File: src/rtl/vga_timing_gen.sv
// VGA raster timing: pixel-rate divider, x/y raster counters, sync/blank decode
// and line/frame strobes, all outputs registered and aligned with x/y.
module vga_timing_gen #(
  parameter int unsigned H_ACTIVE  = 640,
  parameter int unsigned H_FP      = 16,
  parameter int unsigned H_SYNC    = 96,
  parameter int unsigned H_BP      = 48,
  parameter int unsigned V_ACTIVE  = 480,
  parameter int unsigned V_FP      = 10,
  parameter int unsigned V_SYNC    = 2,
  parameter int unsigned V_BP      = 33,
  parameter int unsigned CLK_DIV   = 4,
  parameter bit          HSYNC_POL = 1'b0,
  parameter bit          VSYNC_POL = 1'b0,
  parameter int unsigned CNT_W     = 11,
  parameter int unsigned FRAME_W   = 8
) (
  input  logic               clock_100,
  input  logic               reset_n,
  input  logic               enable,
  output logic               p_tick,
  output logic [CNT_W-1:0]   x,
  output logic [CNT_W-1:0]   y,
  output logic               hsync,
  output logic               vsync,
  output logic               display_active,
  output logic               line_start,
  output logic               frame_start,
  output logic [FRAME_W-1:0] frame_count
);

  localparam int unsigned HT     = H_ACTIVE + H_FP + H_SYNC + H_BP;
  localparam int unsigned VT     = V_ACTIVE + V_FP + V_SYNC + V_BP;
  localparam int unsigned H_SS   = H_ACTIVE + H_FP;
  localparam int unsigned H_SE   = H_SS + H_SYNC - 1;
  localparam int unsigned V_SS   = V_ACTIVE + V_FP;
  localparam int unsigned V_SE   = V_SS + V_SYNC - 1;
  localparam int unsigned DIV_W  = (CLK_DIV > 1) ? $clog2(CLK_DIV) : 1;
  localparam logic [DIV_W-1:0] DIV_LAST = DIV_W'(CLK_DIV - 1);
  localparam logic [CNT_W-1:0] X_LAST   = CNT_W'(HT - 1);
  localparam logic [CNT_W-1:0] Y_LAST   = CNT_W'(VT - 1);

  // Reject parameter sets the counters cannot represent.
  if (CLK_DIV < 1 || CLK_DIV > 16) begin : g_bad_div
    $error("vga_timing_gen: CLK_DIV must be within 1..16");
  end
  if (((HT - 1) >> CNT_W) != 0 || ((VT - 1) >> CNT_W) != 0) begin : g_bad_cnt
    $error("vga_timing_gen: CNT_W too small for HT-1 or VT-1");
  end
  if (FRAME_W < 1) begin : g_bad_frame
    $error("vga_timing_gen: FRAME_W must be at least 1");
  end

  logic [DIV_W-1:0] div;
  logic [DIV_W-1:0] div_n;
  logic             advance;
  logic             h_wrap;
  logic             v_wrap;
  logic [CNT_W-1:0] x_n;
  logic [CNT_W-1:0] y_n;
  logic             hsync_n;
  logic             vsync_n;
  logic             active_n;

  // Next-state counts; decode uses them so registered outputs line up with x/y.
  always_comb begin
    div_n    = (div == DIV_LAST) ? '0 : div + DIV_W'(1);
    advance  = p_tick & enable;
    h_wrap   = advance && (x == X_LAST);
    v_wrap   = h_wrap && (y == Y_LAST);
    x_n      = x;
    y_n      = y;
    if (advance) x_n = h_wrap ? '0 : x + CNT_W'(1);
    if (h_wrap)  y_n = v_wrap ? '0 : y + CNT_W'(1);
    hsync_n  = ((x_n >= CNT_W'(H_SS)) && (x_n <= CNT_W'(H_SE))) ? HSYNC_POL : ~HSYNC_POL;
    vsync_n  = ((y_n >= CNT_W'(V_SS)) && (y_n <= CNT_W'(V_SE))) ? VSYNC_POL : ~VSYNC_POL;
    active_n = enable && (x_n < CNT_W'(H_ACTIVE)) && (y_n < CNT_W'(V_ACTIVE));
  end

  // p_tick is a flop mirroring div==CLK_DIV-1; it stays high through reset when CLK_DIV is 1.
  always_ff @(posedge clock_100 or negedge reset_n) begin
    if (!reset_n) begin
      div            <= '0;
      p_tick         <= (CLK_DIV == 1);
      x              <= '0;
      y              <= '0;
      hsync          <= ~HSYNC_POL;
      vsync          <= ~VSYNC_POL;
      display_active <= 1'b0;
      line_start     <= 1'b0;
      frame_start    <= 1'b0;
      frame_count    <= '0;
    end else begin
      div            <= div_n;
      p_tick         <= (div_n == DIV_LAST);
      x              <= x_n;
      y              <= y_n;
      hsync          <= hsync_n;
      vsync          <= vsync_n;
      display_active <= active_n;
      line_start     <= h_wrap;
      frame_start    <= v_wrap;
      if (v_wrap) frame_count <= frame_count + FRAME_W'(1);
    end
  end

endmodule

File: config.mk
export PLATFORM = sky130hd
export DESIGN_NAME = vga_timing_gen
export DESIGN_NICKNAME = d
export VERILOG_FILES = /design/src/rtl/vga_timing_gen.sv
export SDC_FILE = /design/constraint.sdc
export NUM_CORES = 1
export LEC_CHECK = 0
export CAP_MARGIN = 25
export CORE_ASPECT_RATIO = 0.9
export CORE_MARGIN = 2
export CORE_UTILIZATION = 25
export DETAILED_ROUTE_END_ITERATION = 6
export SLEW_MARGIN = 20
export SYNTH_ARGS = -nofsm -noshare
export SYNTH_HDL_FRONTEND = slang
export SYNTH_SLANG_ARGS = --single-unit
File: constraint.sdc
create_clock -name clock_100 -period 2.7 [get_ports clock_100]
set_input_delay 0.54 -clock clock_100 [delete_from_list [all_inputs] [get_ports clock_100]]
set_output_delay 0.54 -clock clock_100 [all_outputs]
set_load 0.02 [all_outputs]
# Word level (Yosys, flattened, before mapping)

Index checks and enable logic that the tools add are counted.

Flip-flop bits (word level): 38
Logic and storage cells: 38

Add/subtract/negate cells: 4
$lt $le $gt $ge: 6
Equality and inequality tests: 4
Mux-type cells: 7
Bitwise logic cells: 1
Reductions and logical operators: 6

Operators with widths:

| cell                                                                                | number |
|---|---|
| 11-bit two-way mux                                                                  | 4 |
| 11-bit by 1-bit adder with 11-bit output (second input constant)                    | 2 |
| 11-bit by 10-bit equality test with 1-bit output (second input constant)            | 2 |
| 11-bit by 10-bit >= comparator with 1-bit output (second input constant)            | 1 |
| 11-bit by 9-bit >= comparator with 1-bit output (second input constant)             | 1 |
| 11-bit by 10-bit less-or-equal comparator with 1-bit output (second input constant) | 1 |
| 11-bit by 9-bit less-or-equal comparator with 1-bit output (second input constant)  | 1 |
| 11-bit by 10-bit < comparator with 1-bit output (second input constant)             | 1 |
| 11-bit by 9-bit < comparator with 1-bit output (second input constant)              | 1 |
| 8-bit by 1-bit adder with 8-bit output (second input constant)                      | 1 |
| 1-bit logical AND                                                                   | 6 |
| 2-bit equality test (second input constant)                                         | 2 |
| 2-bit by 1-bit adder with 2-bit output (second input constant)                      | 1 |
| 1-bit two-way mux                                                                   | 2 |
| 2-bit two-way mux                                                                   | 1 |
| 1-bit bitwise AND                                                                   | 1 |

# Logic depth before layout (Yosys ltp)

Word-level depth: 8
Gate-level depth with buffers: 8
Depth with buffers taken out: 8

# Worst setup path after synthesis

No wires, ideal clock.

Path type: reg2reg
Start point: register x[0]
End point: register vsync
Data arrival time: 2258 ps
Slack: 348 ps
Stages on the path, launching flop included: 8
Path buffers: 0
Cells stage by stage: dfrtp_1 -> ha_1 -> and2_1 -> nand4_4 -> nor3_1 -> xor2_1 -> or2_1 -> or4_4

Cells in the longest elaborated chain, start to end: 8
Elaborated cells between the ends (all ways): 9
Those cells by class: order compare: 2; eq/ne: 1; mux: 3; reduce/logical: 3

Ends and longest elaborated chain:

| item                                                                                                                                 | line | source |
|---|---|---|
| start, declared                                                                                                                      | 22   | `output logic [CNT_W-1:0] x,` |
| start signal, assigned                                                                                                               | 96   | `x <= x_n;` |
| 11-bit by 10-bit equality test with 1-bit output (*)                                                                                 | 69   | `h_wrap = advance && (x == X_LAST);` |
| 1-bit logical AND (*)                                                                                                                | 69   |  |
| 1-bit logical AND                                                                                                                    | 70   | `v_wrap = h_wrap && (y == Y_LAST);` |
| 11-bit two-way mux                                                                                                                   | 74   | `if (h_wrap) y_n = v_wrap ? '0 : y + CNT_W'(1);` |
| 11-bit two-way mux (*)                                                                                                               | 74   |  |
| via y_n[10]                                                                                                                          | 60   | `logic [CNT_W-1:0] y_n;` |
| 11-bit by 9-bit >= comparator with 1-bit output / 11-bit by 9-bit less-or-equal comparator with 1-bit output (equally long branches) | 76   | `vsync_n = ((y_n >= CNT_W'(V_SS)) && (y_n <= CNT_W'(V_SE))) ? VSYNC_POL : ~VSYNC_POL;` |
| 1-bit logical AND (*)                                                                                                                | 76   |  |
| 1-bit two-way mux (*)                                                                                                                | 76   |  |
| via vsync_n                                                                                                                          | 62   | `logic vsync_n;` |
| end signal, assigned                                                                                                                 | 88   | `vsync <= ~VSYNC_POL;` |
| end signal, assigned                                                                                                                 | 99   | `vsync <= vsync_n;` |
| end, declared                                                                                                                        | 25   | `output logic vsync,` |

Mark *: on every way through the listed nets, which the timed path passes. The rest lies on a longest branch.
A chain may end at the register's enable or synchronous reset.

# Worst setup path after layout

Ends and elaborated chain as after synthesis.

==> qor_table.md <==
| Step | Item | Reported |
|---|---|---|
| run status | Run status | completed |
| layout | Util after Layout | 0.349 |
| global routing | GR Util met3 | 0.0305 |
| layout | Register Area | 953 sq um |
| die | Count of pins on the block boundary | 39 |
| timing | Largest clock skew in the final design | 3.30 ps |
| yosys | Fraction of registers with async set or reset after synthesis | 1.00 |
| setup path | Arr. time, crit path | 2630 ps |
| layout | Total inserted antenna cells | 0 |
| clock network | Clock tree from TritonCTS | yes |
| placed design | I/O Buffers | 38 |
| timing | Number of failing hold endpoints at the final stage | 0 |
| clock network | Clk Tree Root Cell | sky130_fd_sc_hd__clkbuf_8 |
| job | Max-capacitance violation count | 0 |
| yosys | Fraction of synthesized cell area taken by the top area cell type | 0.467 |
| timing | Total of endpoints with negative setup slack in the final report | 0 |
| clock network | Clock latency at the later pin of the worst-skew pair | 290 ps |
| die | Area of the core region | 7510 sq um |
| layout | P&R area growth vs syn | 35.7% |
| yosys | Syn. warnings | 0 |
| timing | Highest attainable clock frequency | 413 MHz |
| die | Total die area | 8440 sq um |
| clock network | Post-CTS setup-driven buffer insertion count | 0 |
| die | Chip width | 96.6 microns |
| timing | Worst slew pin tran | 848 ps |
| routing | DRC violations left | 0 |
| yosys | Xor and xnor fraction of the mapped netlist area | 0.0863 |
| clock network | Buffers from clock root to sink, at most | 2 |
| yosys | Post-synthesis compound-gate area fraction | 0.0752 |
| pwr | Leak pwr | 1.15 nW |
| yosys | Synth Area per Inst | 10.0 sq um |
| timing | RSZ-0062 raised after global routing | no |
| timing | Minimum period implied by the final worst setup slack | 2420 ps |
| setup path | Endpoint of the worst-slack reg-to-reg timing path | vsync$_DFF_PN1_ |
| yosys | Post-Synth Simple-Gate Area | 0.258 |
| timing | Total negative setup slack | 0 ps |
| setup path | R2R depth | 7 |
| routing | Wire length after detailed routing | 4450 microns |
| pwr | Power density of the placed cells | 520 nW/um^2 |
| timing | Relative slew slack | 0.435 |
| global routing | GRT met2 Usage | 0.169 |
| pwr | Worst IR Drop VDD | 259 uV |
| routing | Antenna viol nets, final | 0 |
| setup path | R2R Setup Slk | 280 ps |
| layout | Post-layout nets | 253 |
| placed design | Half-perimeter wire length after detailed placement | 3230 microns |
| yosys | Synth top area cells | sky130_fd_sc_hd__dfrtp_1, sky130_fd_sc_hd__xnor2_1, sky130_fd_sc_hd__nand2_1, sky130_fd_sc_hd__nand3_1, sky130_fd_sc_hd__ha_1 |
| global routing | Most utilized layer in the global route result | met2 |
| yosys | Post-synthesis sequential area ratio | 0.494 |
| clock network | Count of H-tree levels built during CTS | 2 |
| global routing | Number of global-route vias before repair | 1486 |
| timing | Slew Limit Fails | 0 |
| yosys | Mux contribution to synthesized area | 0.0117 |
| setup path | Nature of the critical path startpoint | flip-flop |
| yosys | Dominant cell by count in the synthesized netlist | sky130_fd_sc_hd__dfrtp_1 |
| global routing | GRT Resource Usage Total | 0.108 |
| yosys | Post-synth net total | 201 |
| global routing | Number of antenna violations at the first check in global routing | 0 |
| yosys | Post-synth EDFFs | 0 |
| yosys | Top flip-flop cell by instance count after synthesis | sky130_fd_sc_hd__dfrtp_1 |
| die | Cell Rows | 30 |
| layout | Fraction of layout instances using a drive strength above 1 | 0.151 |
| layout | Area of the multi-input gates | 907 sq um |
| yosys | Number of distinct standard cells referenced by the synthesized netlist | 46 |
| routing | Via total after detailed routing | 1579 |
| clock network | Reg clk slew, reported paths | 80 ps |
| clock network | Number of buffers inserted for hold repair after clock tree synthesis | 0 |
| timing | Worst hold margin | 349 ps |
| yosys | Number of synthesized register bits | 38 |
| die | Die Span Y | 87.3 microns |
| setup path | Required time at the endpoint of the critical path | 2910 ps |
| setup path | Kind of end point of the critical path | flip-flop |
| die | Initial standard-cell utilization of the core | 0.257 |
| routing | Number of violations reported at the end of detailed-routing iteration 0 | 60 |
| yosys | Most used standard cells in the synthesized netlist | sky130_fd_sc_hd__dfrtp_1, sky130_fd_sc_hd__nand2_1, sky130_fd_sc_hd__nand3_1, sky130_fd_sc_hd__o21ai_0, sky130_fd_sc_hd__xnor2_1 |
| clock network | Total CTS buffers | 5 |
| setup path | Startpoint of the worst register-to-register path | x[0]$_DFF_PN0_ |
| timing | Final worst-path setup slack | 280 ps |
| placed design | Post-placement setup slack | 53.4 ps |
| routing | Avg Vias per Cell | 4.63 |
| clock network | Post-cts sizing count | 0 |
| global routing | Remaining global-route overflow | 0 |
| routing | First-pass iteration count of the detailed router | 4 |
| global routing | First-pass GRT wire length | 7370 microns |
| global routing | Maximum number of pins on one net before global-route repair | 39 |
| yosys | Cell area after technology mapping | 1930 sq um |
| setup path | Highest net fanout along the worst path | 7 |
| yosys | Gate count of the mapped netlist | 192 |
| routing | Avg WL per Cell | 13.0 microns |
| setup path | Worst Setup Path Type | reg2reg |
| timing | Part of the cycle the worst path needs | 0.896 |
| yosys | Adder-cell area share of the yosys netlist | 0.0389 |
| layout | Count of filler cells inserted in the layout | 776 |
| worst hold path | Type of the most critical hold path | in2async |
| yosys | Post-synth top area cell | sky130_fd_sc_hd__dfrtp_1 |
| clock network | Number of clock sinks seen by CTS | 38 |
| yosys | Largest family of logic cells by synthesized area | simple AND/OR/NAND/NOR gates |
| placed design | Gpl congestion | 0.854 |
| global routing | Met1 usage | 0.149 |
## cell usage in the layout, fill, tap and decap left out, types with 2 or more instances in the layout
master	Yosys	routed
sky130_fd_sc_hd__bufinv_16	0	2
sky130_fd_sc_hd__clkbuf_8	0	6
sky130_fd_sc_hd__xnor2_1	13	13
sky130_fd_sc_hd__nand4_1	5	5
sky130_fd_sc_hd__and3_1	3	3
sky130_fd_sc_hd__inv_1	9	9
sky130_fd_sc_hd__o21ai_0	13	13
sky130_fd_sc_hd__xor2_1	6	6
sky130_fd_sc_hd__dfrtp_1	36	36
sky130_fd_sc_hd__a21oi_1	5	5
sky130_fd_sc_hd__ha_1	6	6
sky130_fd_sc_hd__mux2_2	2	2
sky130_fd_sc_hd__clkdlybuf4s50_1	0	37
sky130_fd_sc_hd__nor2_1	12	12
sky130_fd_sc_hd__dfstp_2	2	2
sky130_fd_sc_hd__nand2_1	25	25
sky130_fd_sc_hd__nor3_1	6	6
sky130_fd_sc_hd__and4_1	2	2
sky130_fd_sc_hd__buf_4	2	11
sky130_fd_sc_hd__nand3_1	16	16
## power by group
part	leakage, nW	switching, mW	internal (mW)	total, mW
sequential	0.503	0.0346	0.592	0.627
combinational	0.571	0.0714	0.0628	0.134
clock	0.0714	0.207	0.394	0.601
total	1.15	0.313	1.05	1.36
## area by class of cell
class,count,share of cell area
sequential,38,0.364
multi-input combinational,140,0.346
timing repair buffer,49,0.175
tap,96,0.0459
clock buffer,6,0.0315
clock inverter,2,0.0229
inverter,10,0.0143
## critical path, cell delays in order (launching register included)
cell	delay [ps]
sky130_fd_sc_hd__dfrtp_1	480
sky130_fd_sc_hd__ha_1	330
sky130_fd_sc_hd__and2_1	270
sky130_fd_sc_hd__nand4_4	110
sky130_fd_sc_hd__nor3_1	260
sky130_fd_sc_hd__xor2_1	110
sky130_fd_sc_hd__or2_1	260
sky130_fd_sc_hd__or4_4	510
## sequential cells by signal, indices dropped and copies added (netlist names)
signal	cells
x	11
y	11
frame_count	8
div	2
display_active	1
frame_start	1
hsync	1
line_start	1
p_tick	1
vsync	1
## kinds of logic (layout without fill, tap and decap cells)
group           after synthesis  after routing
mux                           2              2
xor+xnor                     19             19
buf+inv                      14             67
simple gates                 88             88
compound gates               25             25
fa+ha+maj                     6              6
flops                        38             38
## metrics by stage
stage / total power, mW / std cells / area, sq um
after floorplan: 0.693 / 192 / 1930
after global placement: 0.772 / 333 / 2480
after detailed placement: 0.772 / 333 / 2480
after CTS: 1.38 / 341 / 2620
after global routing: 1.43 / 341 / 2620
final: 1.36 / 341 / 2620
## per-layer routing
metal	wire (microns)	vias to the layer above
met1	2230	771
met2	2010	28
met3	157	7
met4	44	0
li1	-	773
met5	0	-
## how the worst max path moves through the flow
| stage | cells after the start | end | startpoint | slack, ps |
|---|---|---|---|---|
| floorplan | 7 | vsync$_DFF_PN1_ | x[0]$_DFF_PN0_ | 350 |
| global placement | 8 | vsync$_DFF_PN1_ | enable | 130 |
| detailed placement | 7 | vsync$_DFF_PN1_ | enable | 50 |
| CTS | 7 | vsync$_DFF_PN1_ | x[0]$_DFF_PN0_ | 250 |
| global route | 7 | vsync$_DFF_PN1_ | x[0]$_DFF_PN0_ | 90 |
| finish | 7 | vsync$_DFF_PN1_ | x[0]$_DFF_PN0_ | 280 |
Power figures use the tool's default switching activity.
